`config.mk`:
```
export PLATFORM = sky130hd
export DESIGN_NAME = fwd_hazard_unit
export DESIGN_NICKNAME = d
export VERILOG_FILES = /design/src/rtl/mips_pkg.sv /design/src/rtl/fwd_sel.sv /design/src/rtl/fwd_hazard_unit.sv
export SDC_FILE = /design/constraint.sdc
export NUM_CORES = 1
export LEC_CHECK = 0
export CAP_MARGIN = 20
export CORE_ASPECT_RATIO = 0.5
export CORE_MARGIN = 1
export CORE_UTILIZATION = 49
export DETAILED_ROUTE_END_ITERATION = 8
export PLACE_DENSITY_LB_ADDON = 0.08
export SLEW_MARGIN = 20
export SYNTH_ARGS = -nofsm -noshare
export SYNTH_HDL_FRONTEND = slang
export SYNTH_HIERARCHICAL = 1
export SYNTH_SLANG_ARGS = --single-unit
export TNS_END_PERCENT = 5
```
`constraint.sdc`:
```
create_clock -name clock -period 2.42 [get_ports clock]
set_input_delay 0.242 -clock clock [delete_from_list [all_inputs] [get_ports clock]]
set_output_delay 0.242 -clock clock [all_outputs]
set_load 0.005 [all_outputs]
```
`src/rtl/mips_pkg.sv`:
```
// Shared opcode constants, forwarding-select encodings and the pipeline tracking
// slot record used by the forwarding/hazard unit.
package mips_pkg;

  localparam logic [5:0] ALUop   = 6'd0;
  localparam logic [5:0] Jop     = 6'd2;
  localparam logic [5:0] JALop   = 6'd3;
  localparam logic [5:0] ADD_IMM = 6'd8;
  localparam logic [5:0] LW      = 6'd35;
  localparam logic [5:0] SW      = 6'd43;

  localparam logic [1:0] SEL_REG = 2'b00;
  localparam logic [1:0] SEL_WB  = 2'b01;
  localparam logic [1:0] SEL_MEM = 2'b10;

  typedef struct packed {
    logic [5:0] op;
    logic [4:0] rs;
    logic [4:0] rt;
    logic [4:0] dest;
    logic       wr;
    logic       ld;
  } slot_t;

  localparam slot_t BUBBLE = '{op: 6'd0, rs: 5'd0, rt: 5'd0, dest: 5'd0, wr: 1'b0, ld: 1'b0};

  function automatic logic uses_rs(input logic [5:0] op);
    case (op)
      ALUop, LW, ADD_IMM, SW: uses_rs = 1'b1;
      default:                uses_rs = 1'b0;
    endcase
  endfunction

  function automatic logic uses_rt(input logic [5:0] op);
    case (op)
      ALUop, SW: uses_rt = 1'b1;
      default:   uses_rt = 1'b0;
    endcase
  endfunction

  // Instructions without a destination report has_dest=0 so they never forward.
  function automatic slot_t decode(input logic [31:0] ir);
    slot_t s;
    logic  has_dest;
    s.op     = ir[31:26];
    s.rs     = ir[25:21];
    s.rt     = ir[20:16];
    has_dest = 1'b1;
    case (ir[31:26])
      ALUop:       s.dest = ir[15:11];
      LW, ADD_IMM: s.dest = ir[20:16];
      JALop:       s.dest = 5'd31;
      default: begin
        s.dest   = 5'd0;
        has_dest = 1'b0;
      end
    endcase
    s.wr   = has_dest && (s.dest != 5'd0);
    s.ld   = (ir[31:26] == LW);
    decode = s;
  endfunction

endpackage

```
`src/rtl/fwd_sel.sv`:
```
// Priority compare for one ALU operand: the younger EX/MEM result wins over MEM/WB.
module fwd_sel
  import mips_pkg::*;
(
  input  logic       en,
  input  logic [4:0] src,
  input  logic       exmem_wr,
  input  logic [4:0] exmem_dest,
  input  logic       memwb_wr,
  input  logic [4:0] memwb_dest,
  output logic [1:0] sel
);

  // Select the forwarding source for this operand.
  always_comb begin
    sel = SEL_REG;
    if (en && exmem_wr && (exmem_dest == src)) begin
      sel = SEL_MEM;
    end else if (en && memwb_wr && (memwb_dest == src)) begin
      sel = SEL_WB;
    end else begin
      sel = SEL_REG;
    end
  end

endmodule

```
`src/rtl/fwd_hazard_unit.sv`:
```
// Forwarding and load-use hazard unit: tracks ID/EX, EX/MEM and MEM/WB register
// usage, drives ALU operand selects and a one-cycle load-use interlock.
module fwd_hazard_unit
  import mips_pkg::*;
(
  input  logic        clock,
  input  logic        reset,
  input  logic [31:0] ifid_ir,
  input  logic        flush,
  output logic        stall,
  output logic [1:0]  fa,
  output logic [1:0]  fb,
  output logic [5:0]  idex_op,
  output logic [15:0] stall_count
);

  localparam logic [0:0] RUN    = 1'b0;
  localparam logic [0:0] BUBBLE_ST = 1'b1;

  slot_t      id_s;
  slot_t      idex_r;
  slot_t      exmem_r;
  slot_t      memwb_r;
  logic [0:0] state_r;
  logic       stall_s;

  assign id_s = decode(ifid_ir);

  // Load-use interlock; a squashed ID instruction can never need to wait.
  always_comb begin
    stall_s = 1'b0;
    if (!flush && (state_r == RUN) && idex_r.ld && (idex_r.dest != 5'd0) &&
        ((uses_rs(id_s.op) && (idex_r.dest == id_s.rs)) ||
         (uses_rt(id_s.op) && (idex_r.dest == id_s.rt)))) begin
      stall_s = 1'b1;
    end else begin
      stall_s = 1'b0;
    end
  end

  // Advance the tracking slots; ID/EX takes a bubble when stalled or flushed.
  always_ff @(posedge clock or posedge reset) begin
    if (reset) begin
      idex_r  <= BUBBLE;
      exmem_r <= BUBBLE;
      memwb_r <= BUBBLE;
    end else begin
      memwb_r <= exmem_r;
      exmem_r <= idex_r;
      idex_r  <= (stall_s || flush) ? BUBBLE : id_s;
    end
  end

  // RUN/BUBBLE sequencing bounds each load-use stall to a single cycle.
  always_ff @(posedge clock or posedge reset) begin
    if (reset) begin
      state_r <= RUN;
    end else begin
      case (state_r)
        RUN:       state_r <= stall_s ? BUBBLE_ST : RUN;
        BUBBLE_ST: state_r <= RUN;
        default:   state_r <= RUN;
      endcase
    end
  end

  // Saturating stall cycle counter.
  always_ff @(posedge clock or posedge reset) begin
    if (reset) begin
      stall_count <= 16'd0;
    end else if (stall_s && (stall_count != 16'hFFFF)) begin
      stall_count <= stall_count + 16'd1;
    end else begin
      stall_count <= stall_count;
    end
  end

  fwd_sel u_sel_a (
    .en         (uses_rs(idex_r.op)),
    .src        (idex_r.rs),
    .exmem_wr   (exmem_r.wr),
    .exmem_dest (exmem_r.dest),
    .memwb_wr   (memwb_r.wr),
    .memwb_dest (memwb_r.dest),
    .sel        (fa)
  );

  fwd_sel u_sel_b (
    .en         (uses_rt(idex_r.op)),
    .src        (idex_r.rt),
    .exmem_wr   (exmem_r.wr),
    .exmem_dest (exmem_r.dest),
    .memwb_wr   (memwb_r.wr),
    .memwb_dest (memwb_r.dest),
    .sel        (fb)
  );

  assign stall   = stall_s;
  assign idex_op = idex_r.op;

endmodule
```
# Yosys cells after proc, flatten, opt, wreduce, memory -nomap -nowiden
# Index checks and enable logic that the tools add are counted.
[totals] ff_bits=52 latchBits=0 ramBits=0 mem_bits_ro=0 in_bits=35 output_inout_bits=27 word_cells=71 memories=0
[classes] n_addsub=1 multipliers=0 div=0 magnitude_cmp=0 eq_ne=14 shift=0 n_mux=14 bitwise_logic=1 reduce_logical=29
[ops] op="== test 5 bit" n=6
[ops] op="== test 6 bit, second input constant" n=4
[ops] op="two-way mux 23 bit" n=1
[ops] op="adder 16 x 1 -> 16 bit, second input constant" n=1
[ops] op="logical AND 1 bit" n=16
[ops] op="inequality test 16 bit, second input constant" n=1
[ops] op="case mux 5 bit (3 select lines)" n=1
[ops] op="== test 6 x 4 -> 1 bit, second input constant" n=2
[ops] op="logical NOT 6 bit" n=2
[ops] op="OR reduction 4 bit" n=3
[ops] op="nonzero test 5 bit" n=2
[ops] op="two-way mux 1 bit" n=9
[ops] op="== test 6 x 2 -> 1 bit, second input constant" n=1
[ops] op="OR reduction 2 bit" n=3
[ops] op="two-way mux 2 bit" n=2
[ops] op="logical OR 1 bit" n=2
[ops] op="case mux 1 bit (2 select lines)" n=1
[ops] op="logical NOT 1 bit" n=1
[ops] op="inverter 1 bit" n=1

# Logic depth before layout (Yosys ltp)
# Gate-level depths: netlist of run 1.
[logic_depth] depth_word=9 depth_mapped=7 ltp_nobuf=6

# Modules after synthesis
# The synthesis of run 1 kept the hierarchy.
[modules_own_cells] mod="fwd_hazard_unit" instances=1 cells_per_inst=191 area_per_inst_um2=2299.7 seq_area_each_um2=1301.2
[modules_own_cells] mod="fwd_sel" instances=2 cells_per_inst=16 area_per_inst_um2=131.4 seq_area_each_um2=0.0

# Worst setup path before layout of run 1
# No wires, ideal clock.
[synth_timing] path_type="reg2reg" from="register idex_r[3] (netlist bit)" to="register stall_count[1]" setup_time_ns=0.125 arrival_time_ns=1.696 required_time_ns=2.295 slack_ns=0.599 path_stages_with_launch=6 path_buffers=0 period_less_slack_ns=1.821 cell_sequence="dfrtp_1 or4_1 o211ai_2 nor2_4 nand2_2 mux2_4"
[synth_via] elab_chain_len=6 elab_cells_between_ends=10 classes_between="eq/ne (2); mux (1); reduce/logical (7)"
[synth_rtl] item="start, declared" line_no="fwd_hazard_unit.sv:21" rtl="slot_t idex_r;"
[synth_rtl] item="start signal, assigned" line_no="fwd_hazard_unit.sv:50" rtl="idex_r <= (stall_s || flush) ? BUBBLE : id_s;"
[synth_rtl] item="== test 5 bit, on equally long branches" line_no="fwd_hazard_unit.sv:33, fwd_hazard_unit.sv:34"
[synth_rtl] item="logical AND 1 bit, on equally long branches" line_no="fwd_hazard_unit.sv:33, fwd_hazard_unit.sv:34"
[synth_rtl] item="logical OR 1 bit" line_no="fwd_hazard_unit.sv:33" rtl="((uses_rs(id_s.op) && (idex_r.dest == id_s.rs)) ||"
[synth_rtl] item="logical AND 1 bit *" line_no="fwd_hazard_unit.sv:32" rtl="if (!flush && (state_r == RUN) && idex_r.ld && (idex_r.dest != 5'd0) &&"
[synth_rtl] item="two-way mux 1 bit *" line_no="fwd_hazard_unit.sv:32"
[synth_rtl] item="logical AND 1 bit *" line_no="fwd_hazard_unit.sv:71" rtl="end else if (stall_s && (stall_count != 16'hFFFF)) begin"
[synth_rtl] item="end signal, assigned" line_no="fwd_hazard_unit.sv:72" rtl="stall_count <= stall_count + 16'd1;"
[synth_rtl] item="end signal, assigned" line_no="fwd_hazard_unit.sv:74" rtl="stall_count <= stall_count;"
[synth_rtl] item="end, declared" line_no="fwd_hazard_unit.sv:14" rtl="output logic [15:0] stall_count"
# Mark *: on every way between the ends. The rest lies on a longest branch, timed or not.
# A chain may end at the register's enable or synchronous reset.

# Worst setup path in the final report of run 1
[layout_timing] from="register idex_r, in the netlist idex_op[0]" to="output fa[1]"
[layout_via] elab_chain_len=6 elab_cells_between_ends=9 classes_between="eq/ne (3); mux (2); reduce/logical (4)"
[layout_rtl] item="== test 6 bit (tied with other cells)" line_no="mips_pkg.sv:28" rtl="case (op)"
[layout_rtl] item="OR reduction 4 bit *" line_no="mips_pkg.sv:28"
[layout_rtl] item="two-way mux 1 bit *" line_no="mips_pkg.sv:28"
[layout_rtl] item="logical AND 1 bit * (2 in a row)" line_no="fwd_sel.sv:17" rtl="if (en && exmem_wr && (exmem_dest == src)) begin"
[layout_rtl] item="two-way mux 2 bit *" line_no="fwd_sel.sv:17"
[layout_rtl] item="end, declared" line_no="fwd_hazard_unit.sv:11" rtl="output logic [1:0] fa,"
# Marked as above.

==> impl_metrics.tcl, run 1 <==
set metrics [dict create \
    ff2ff_path_depth 5 \
    relSlewSlack_pct 64.51 \
    p_per_area_nw_per_um2 472.2 \
    clock-sinks 52 \
    violations "negative setup slack" \
    slew_viol_final 0 \
    gr-usage-all-layers_pct 20.80 \
    syn_to_final_growth_pct 28.86 \
    drt-vias-per-instance 5.206 \
    ant_nets 0 \
    firstDrtPassIters 4 \
    setup_viol 1 \
    htree_levels 2 \
    ys.flop_type "dfrtp_1" \
    critPathKind "reg -> out" \
    fin_crit_sh_pct 102.7 \
    final_cell_mix "52 x dfrtp_1, 46 x clkdlybuf4s50_1, 27 x xnor2_1, 18 x xor2_1, 18 x buf_4" \
    yosysSeqAreaShare_pct 50.78 \
    path_max_fanout 4 \
    cts-root-buf "clkbuf_8" \
    critical_path.endpoint_type "output pin" \
    synth_area_sq_um 2562 \
    hpwl_mm 4.008 \
    synth.avg_cell_area_sq_um 11.49 \
    port_buffers 50 \
    gp_congestion 0.8042 \
    yosys_warnings 6 \
    maxCapViolCount 0 \
    period_minus_slack_ns 2.486 \
    clk_latency_ns 0.30 \
    synth_fp_nets 259 \
    die_area_sq_um 5540 \
    reg2reg_slack_ns 0.37 \
    ctsHoldBuffers 0 \
    power.switching_uw 372.0 \
    first_global_vias 1854 \
    grt_max_degree 27 \
    wl_per_cell_um 14.64 \
    grt_first_pass_wirelength_mm 8.611 \
    overflow 0 \
    pwr-share-clk_pct 30.9 \
    worst_ep_arrival_time_ns 2.24 \
    worst_setup_path_start_kind "flip-flop" \
    worstMarginPinSlew_ns 0.5316 \
    final_common_cell "dfrtp_1" \
    clk_pin_slew_ns 0.09 \
    pin_count 62 \
    cts_setup_buffers 0 \
    hold_viol_final 0 \
    num_antenna_cells 0 \
    drt_iter0_markers 75 \
    p_int_uw 1187 \
    final_nets 324 \
    dp_worst_setup_slack_ns -0.1568 \
    leakage_uw 0.001519 \
    final_cell_area_sq_um 3302 \
    drcViolationCount 0 \
    required_ns 2.18 \
    vdd_drop_max_mv 0.2464 \
    synth-seq-cells 52 \
    r2r_start "idex_r[3]" \
    fin_ws_ns -0.06624 \
    core_area_sq_um 4977 \
    placed_area_sq_um 3199 \
    antenna_found_initial 0 \
    wl_mm 5.255 \
    max_freq_ghz 0.4022 \
    vias 1869 \
    seqPwrFrac_pct 58.0 \
    combPwrFrac_pct 11.2 \
    cts_tree "done" \
    start_util_pct 51.48 \
    drive_gt1_share_pct 15.22 \
    synth_edf_count 0 \
    die_y_um 53.14 \
    clk_path_buf_depth 2 \
    die_w_um 104.3 \
    grt_setup_unrepaired "yes" \
    hp-class "in -> async" \
    synth.distinct_cells 42 \
    skew_ns 0.007556 \
    async_reset_ff_share_pct 100.0 \
    finish.utilization_pct 66.34 \
    switching_share_pct 23.86 \
    rows 18 \
    outcome "complete, but fails checks" \
    r2r-end "idex_r[7]" \
    cts_buffers 5 \
    syn_inst 223 \
]
registers in the layout (all words and copies together), names as in the netlist:
name,flops
stall_count,16
exmem_r,6
idex_op,6
state_r,1
memwb_r,6
idex_r,17
cell families after synthesis:
family | share of synthesized area (%)
AO/OA/AOI/OAI | 6.445
XOR/XNOR | 15.38
adder cells (fa/ha/maj) | 0.4882
buffers and inverters | 3.808
flip-flops | 50.78
multiplexers | 0.5858
AND/OR/NAND/NOR | 22.51
cell usage after synthesis, drive strengths merged, types with 3 or more instances:
| library cell | number | area (sq um) |
|---|---|---|
| dfrtp | 52 | 1301 |
| xnor2 | 27 | 236.5 |
| xor2 | 18 | 157.7 |
| and2 | 17 | 106.4 |
| nand3 | 13 | 80.08 |
| nand4 | 13 | 93.84 |
| nor2 | 13 | 56.30 |
| buf | 10 | 86.32 |
| and3 | 8 | 50.05 |
| a221oi | 5 | 43.79 |
| nor3 | 5 | 25.02 |
| and4 | 4 | 35.03 |
| nand2 | 4 | 17.52 |
| nor4 | 4 | 37.53 |
| or4 | 4 | 30.03 |
| a211oi | 3 | 22.52 |
| a21oi | 3 | 18.77 |
| inv | 3 | 11.26 |
worst max path at each step:
stage,start,slack (ns),to
floorplan,idex_r[3],0.60,stall_count[1]
global placement,ifid_ir[26],-0.1,stall
detailed placement,ifid_ir[27],-0.16,stall
CTS,idex_op[0],-0.11,fa[0]
global route,idex_op[0],-0.19,fa[1]
finish,idex_op[0],-0.07,fa[1]
metal layers:
layer | part of all wire, % | vias to the layer above | GRT usage (%)
met5 | 0 | - | 0
met4 | 1.4 | 0 | 7.143
met3 | 4.6 | 7 | 5.296
met2 | 49 | 36 | 38.30
met1 | 45 | 915 | 24.35
li1 | - | 911 | -
through the flow:
step / std cells / total power [uW] / TNS (ns) / hold WS [ns]
6_report: 359 / 1559 / -0.06624 / 0.2896
5_1_grt: 359 / 1629 / -0.2311 / 0.3536
4_1_cts: 359 / 1581 / -0.1556 / 0.2980
3_5_place_dp: 351 / 1094 / -0.9844 / 0.3536
3_3_place_gp: 351 / 1090 / -0.09713 / 0.3424
2_1_floorplan: 223 / 1001 / 0 / 0.3076
power groups by stage:
stage          Clock, uW  Combinational, uW  Sequential (uW)
6_report             481                175              904
4_1_cts              500                177              904
2_1_floorplan          0               83.8              917
3_5_place_dp           0                174              921
5_1_grt              530                192              906
3_3_place_gp           0                170              920
what timing repair did:
action                                  4_1_cts  5_1_grt
gates resized for setup                       6        1
endpoints found under the setup margin        5        4
pin swaps                                     6        3
worst max-delay path, cell delays in order, from the launching register on:
cell and delay [ns]:
dfrtp_1 0.38, buf_4 0.14, or3_1 0.38, a211oi_2 0.29
nand3_1 0.13, nor2_1 0.11, clkdlybuf4s50_1 0.50
area by class of cell:
class | instances | area (sq um)
clock inverter | 2 | 16.27
inverter | 3 | 11.26
multi-input combinational | 158 | 1179
clock buffer | 6 | 72.57
tap | 70 | 87.58
fill | 389 | 1675
sequential | 52 | 1301
timing repair buffer | 68 | 634.4
Power figures use the tool's default switching activity.
==> inputs of run 2 (changes only) <==
--- a/config.mk
+++ b/config.mk
@@ -8,7 +8,7 @@
 export CAP_MARGIN = 20
 export CORE_ASPECT_RATIO = 0.5
 export CORE_MARGIN = 1
-export CORE_UTILIZATION = 49
+export CORE_UTILIZATION = 53
 export DETAILED_ROUTE_END_ITERATION = 8
 export PLACE_DENSITY_LB_ADDON = 0.08
 export SLEW_MARGIN = 20
==> constraint.sdc (replaced) <==
create_clock -name clock -period 3 [get_ports clock]
set_input_delay 0.3 -clock clock [delete_from_list [all_inputs] [get_ports clock]]
set_output_delay 0.3 -clock clock [all_outputs]
set_load 0.005 [all_outputs]
==> run 2 against run 1 <==
Net effect: cell area decreased by 4.1%; register-to-register slack improved by 0.50 ns; first-iteration DRC count decreased by 17%; sequential power decreased by 19%; core utilization increased by 3.9 points; largest power group unchanged; highest routed layer unchanged; the flow now finishes without violations; clock-buffer cell count unchanged; combinational power decreased by 30%; cell count decreased by 5.8%.
==> impl_metrics.tcl, run 2 (synthesis gave the netlist of run 1 again) <==
set metrics [dict create \
    outcome "complete, no violations" \
    antenna_found_initial 0 \
    relSlewSlack_pct 43.16 \
    largest_reg_flops 17 \
    maxCapViolCount 0 \
    drive_gt1_share_pct 9.191 \
    critPathKind "reg -> out" \
    reg.largest.list "idex_r x17, stall_count x16" \
    wl_mm 4.919 \
    start_util_pct 56.83 \
    num_antenna_cells 0 \
    pwr-share-clk_pct 33.0 \
    port_buffers 50 \
    leakage_uw 0.001402 \
    cts_setup_buffers 0 \
    holdWs_ns 0.3594 \
    cts_tree "done" \
    die_w_um 100.3 \
    overflow 0 \
    p_int_uw 965.8 \
    hp-class "reg -> reg" \
    worstMarginPinSlew_ns 0.8516 \
    clk_path_buf_depth 2 \
    wl_per_cell_um 14.55 \
    slew_viol_final 0 \
    rows 17 \
    drt_iter0_markers 62 \
    n_fill_cell 349 \
    regMostFlops "idex_r" \
    die_y_um 51.17 \
    first_global_vias 1733 \
    max_freq_ghz 0.3599 \
    setup_viol 0 \
    drt-vias-per-instance 5.299 \
    final_common_cell "dfrtp_1" \
    gp_congestion 0.8426 \
    die_area_sq_um 5134 \
    seq_area_sq_um 1301 \
    clk_pin_slew_ns 0.09 \
    vdd_drop_max_mv 0.2370 \
    syn_to_final_growth_pct 23.54 \
    seqPwrFrac_pct 57.4 \
    worst_setup_path_start_kind "flip-flop" \
    final_cell_mix "52 x dfrtp_1, 50 x clkdlybuf4s50_1, 27 x xnor2_1, 18 x xor2_1, 17 x and2_1" \
    core_area_sq_um 4509 \
    switching_share_pct 24.03 \
    clock-sinks 52 \
    period_minus_slack_ns 2.779 \
    multi_input_area_sq_um 1164 \
    fin_crit_sh_pct 92.62 \
    vias 1791 \
    ant_nets 0 \
    combPwrFrac_pct 9.7 \
    pin_count 62 \
    clk_latency_ns 0.31 \
    hpwl_mm 3.684 \
    critical_path.endpoint_type "output pin" \
    placed_area_sq_um 3067 \
    htree_levels 2 \
    tns_ns 0 \
    gr-usage-all-layers_pct 21.63 \
    grt_first_pass_wirelength_mm 8.100 \
    final_cell_area_sq_um 3166 \
    power.switching_uw 305.5 \
    p_per_area_nw_per_um2 401.6 \
    skew_ns 0.005075 \
    worst_ep_arrival_time_ns 2.48 \
    final_nets 307 \
    ctsHoldBuffers 0 \
    firstDrtPassIters 5 \
    required_ns 2.70 \
    cts_buffers 5 \
    grt_setup_unrepaired "no" \
    cts-root-buf "clkbuf_8" \
    grt_max_degree 53 \
    ctsResizeCount 0 \
    drcViolationCount 0 \
    path_max_fanout 5 \
    hold_viol_final 0 \
]
-- run 2: changes by cell type in the layout (fill, tap and decap cells not counted), moves of 2 or more --
cell / change
a211oi_2: -2
dlygate4sd2_1: -3
a211oi_1: +2
clkdlybuf4s50_1: +4
buf_4: -17
-- run 2: path summary, 6_finish.rpt --
check | slack, ns | endpoint | start | cells past startpoint
max | 0.22 | fb[0] | idex_op[0] | 5
min | 0.36 | exmem_r[1] | idex_r[1] | 0
max reg2reg | 0.87 | idex_op[5] | idex_r[3] | 5
min reg2reg | 0.36 | exmem_r[1] | idex_r[1] | 0
max in group asynchronous | 2.06 | memwb_r[6] | reset | 2
min in group asynchronous | 0.45 | idex_op[3] | reset | 2
-- run 2: layer usage --
layer	wire (um)	GRT usage, %	vias to the layer above
met2	2406	37.10	31
met5	0	0	-
met3	182	6.293	5
li1	-	-	879
met4	58	7.729	0
met1	2272	26.46	876
-- run 2: stage by stage --
step / setup slack, ns / util (%) / total power (uW) / cells
floorplan: 1.110 / - / 807.7 / 223
global placement: 0.2666 / 68.01 / 863.7 / 330
detailed placement: 0.2620 / 68.01 / 867.2 / 330
CTS: 0.2431 / 70.17 / 1285 / 338
global route: 0.1472 / 70.20 / 1332 / 338
finish: 0.2214 / 70.20 / 1271 / 338
-- run 2: power by group through the flow --
stage	logic, uW	clock network, uW	registers (uW)
5_1_grt	135	465	731
2_1_floorplan	67.6	0	740
6_report	123	419	729
4_1_cts	124	432	729
3_5_place_dp	124	0	743
3_3_place_gp	121	0	742
-- run 2: worst max-delay path, stage by stage, from the launching register on --
cell	delay [ns]
dfrtp_1	0.42
or4_1	0.52
a211oi_1	0.38
and3_1	0.22
o211a_1	0.13
clkdlybuf4s50_1	0.49
-- run 2: area by class of cell --
type	instances	share of cell area (%)
clock buffers	6	2.609
clock inverters	2	0.4743
inverters	3	0.3953
repair buffers	51	16.05
multi-input cells	158	36.76
flip-flops and latches	52	41.11
well taps	66	2.609
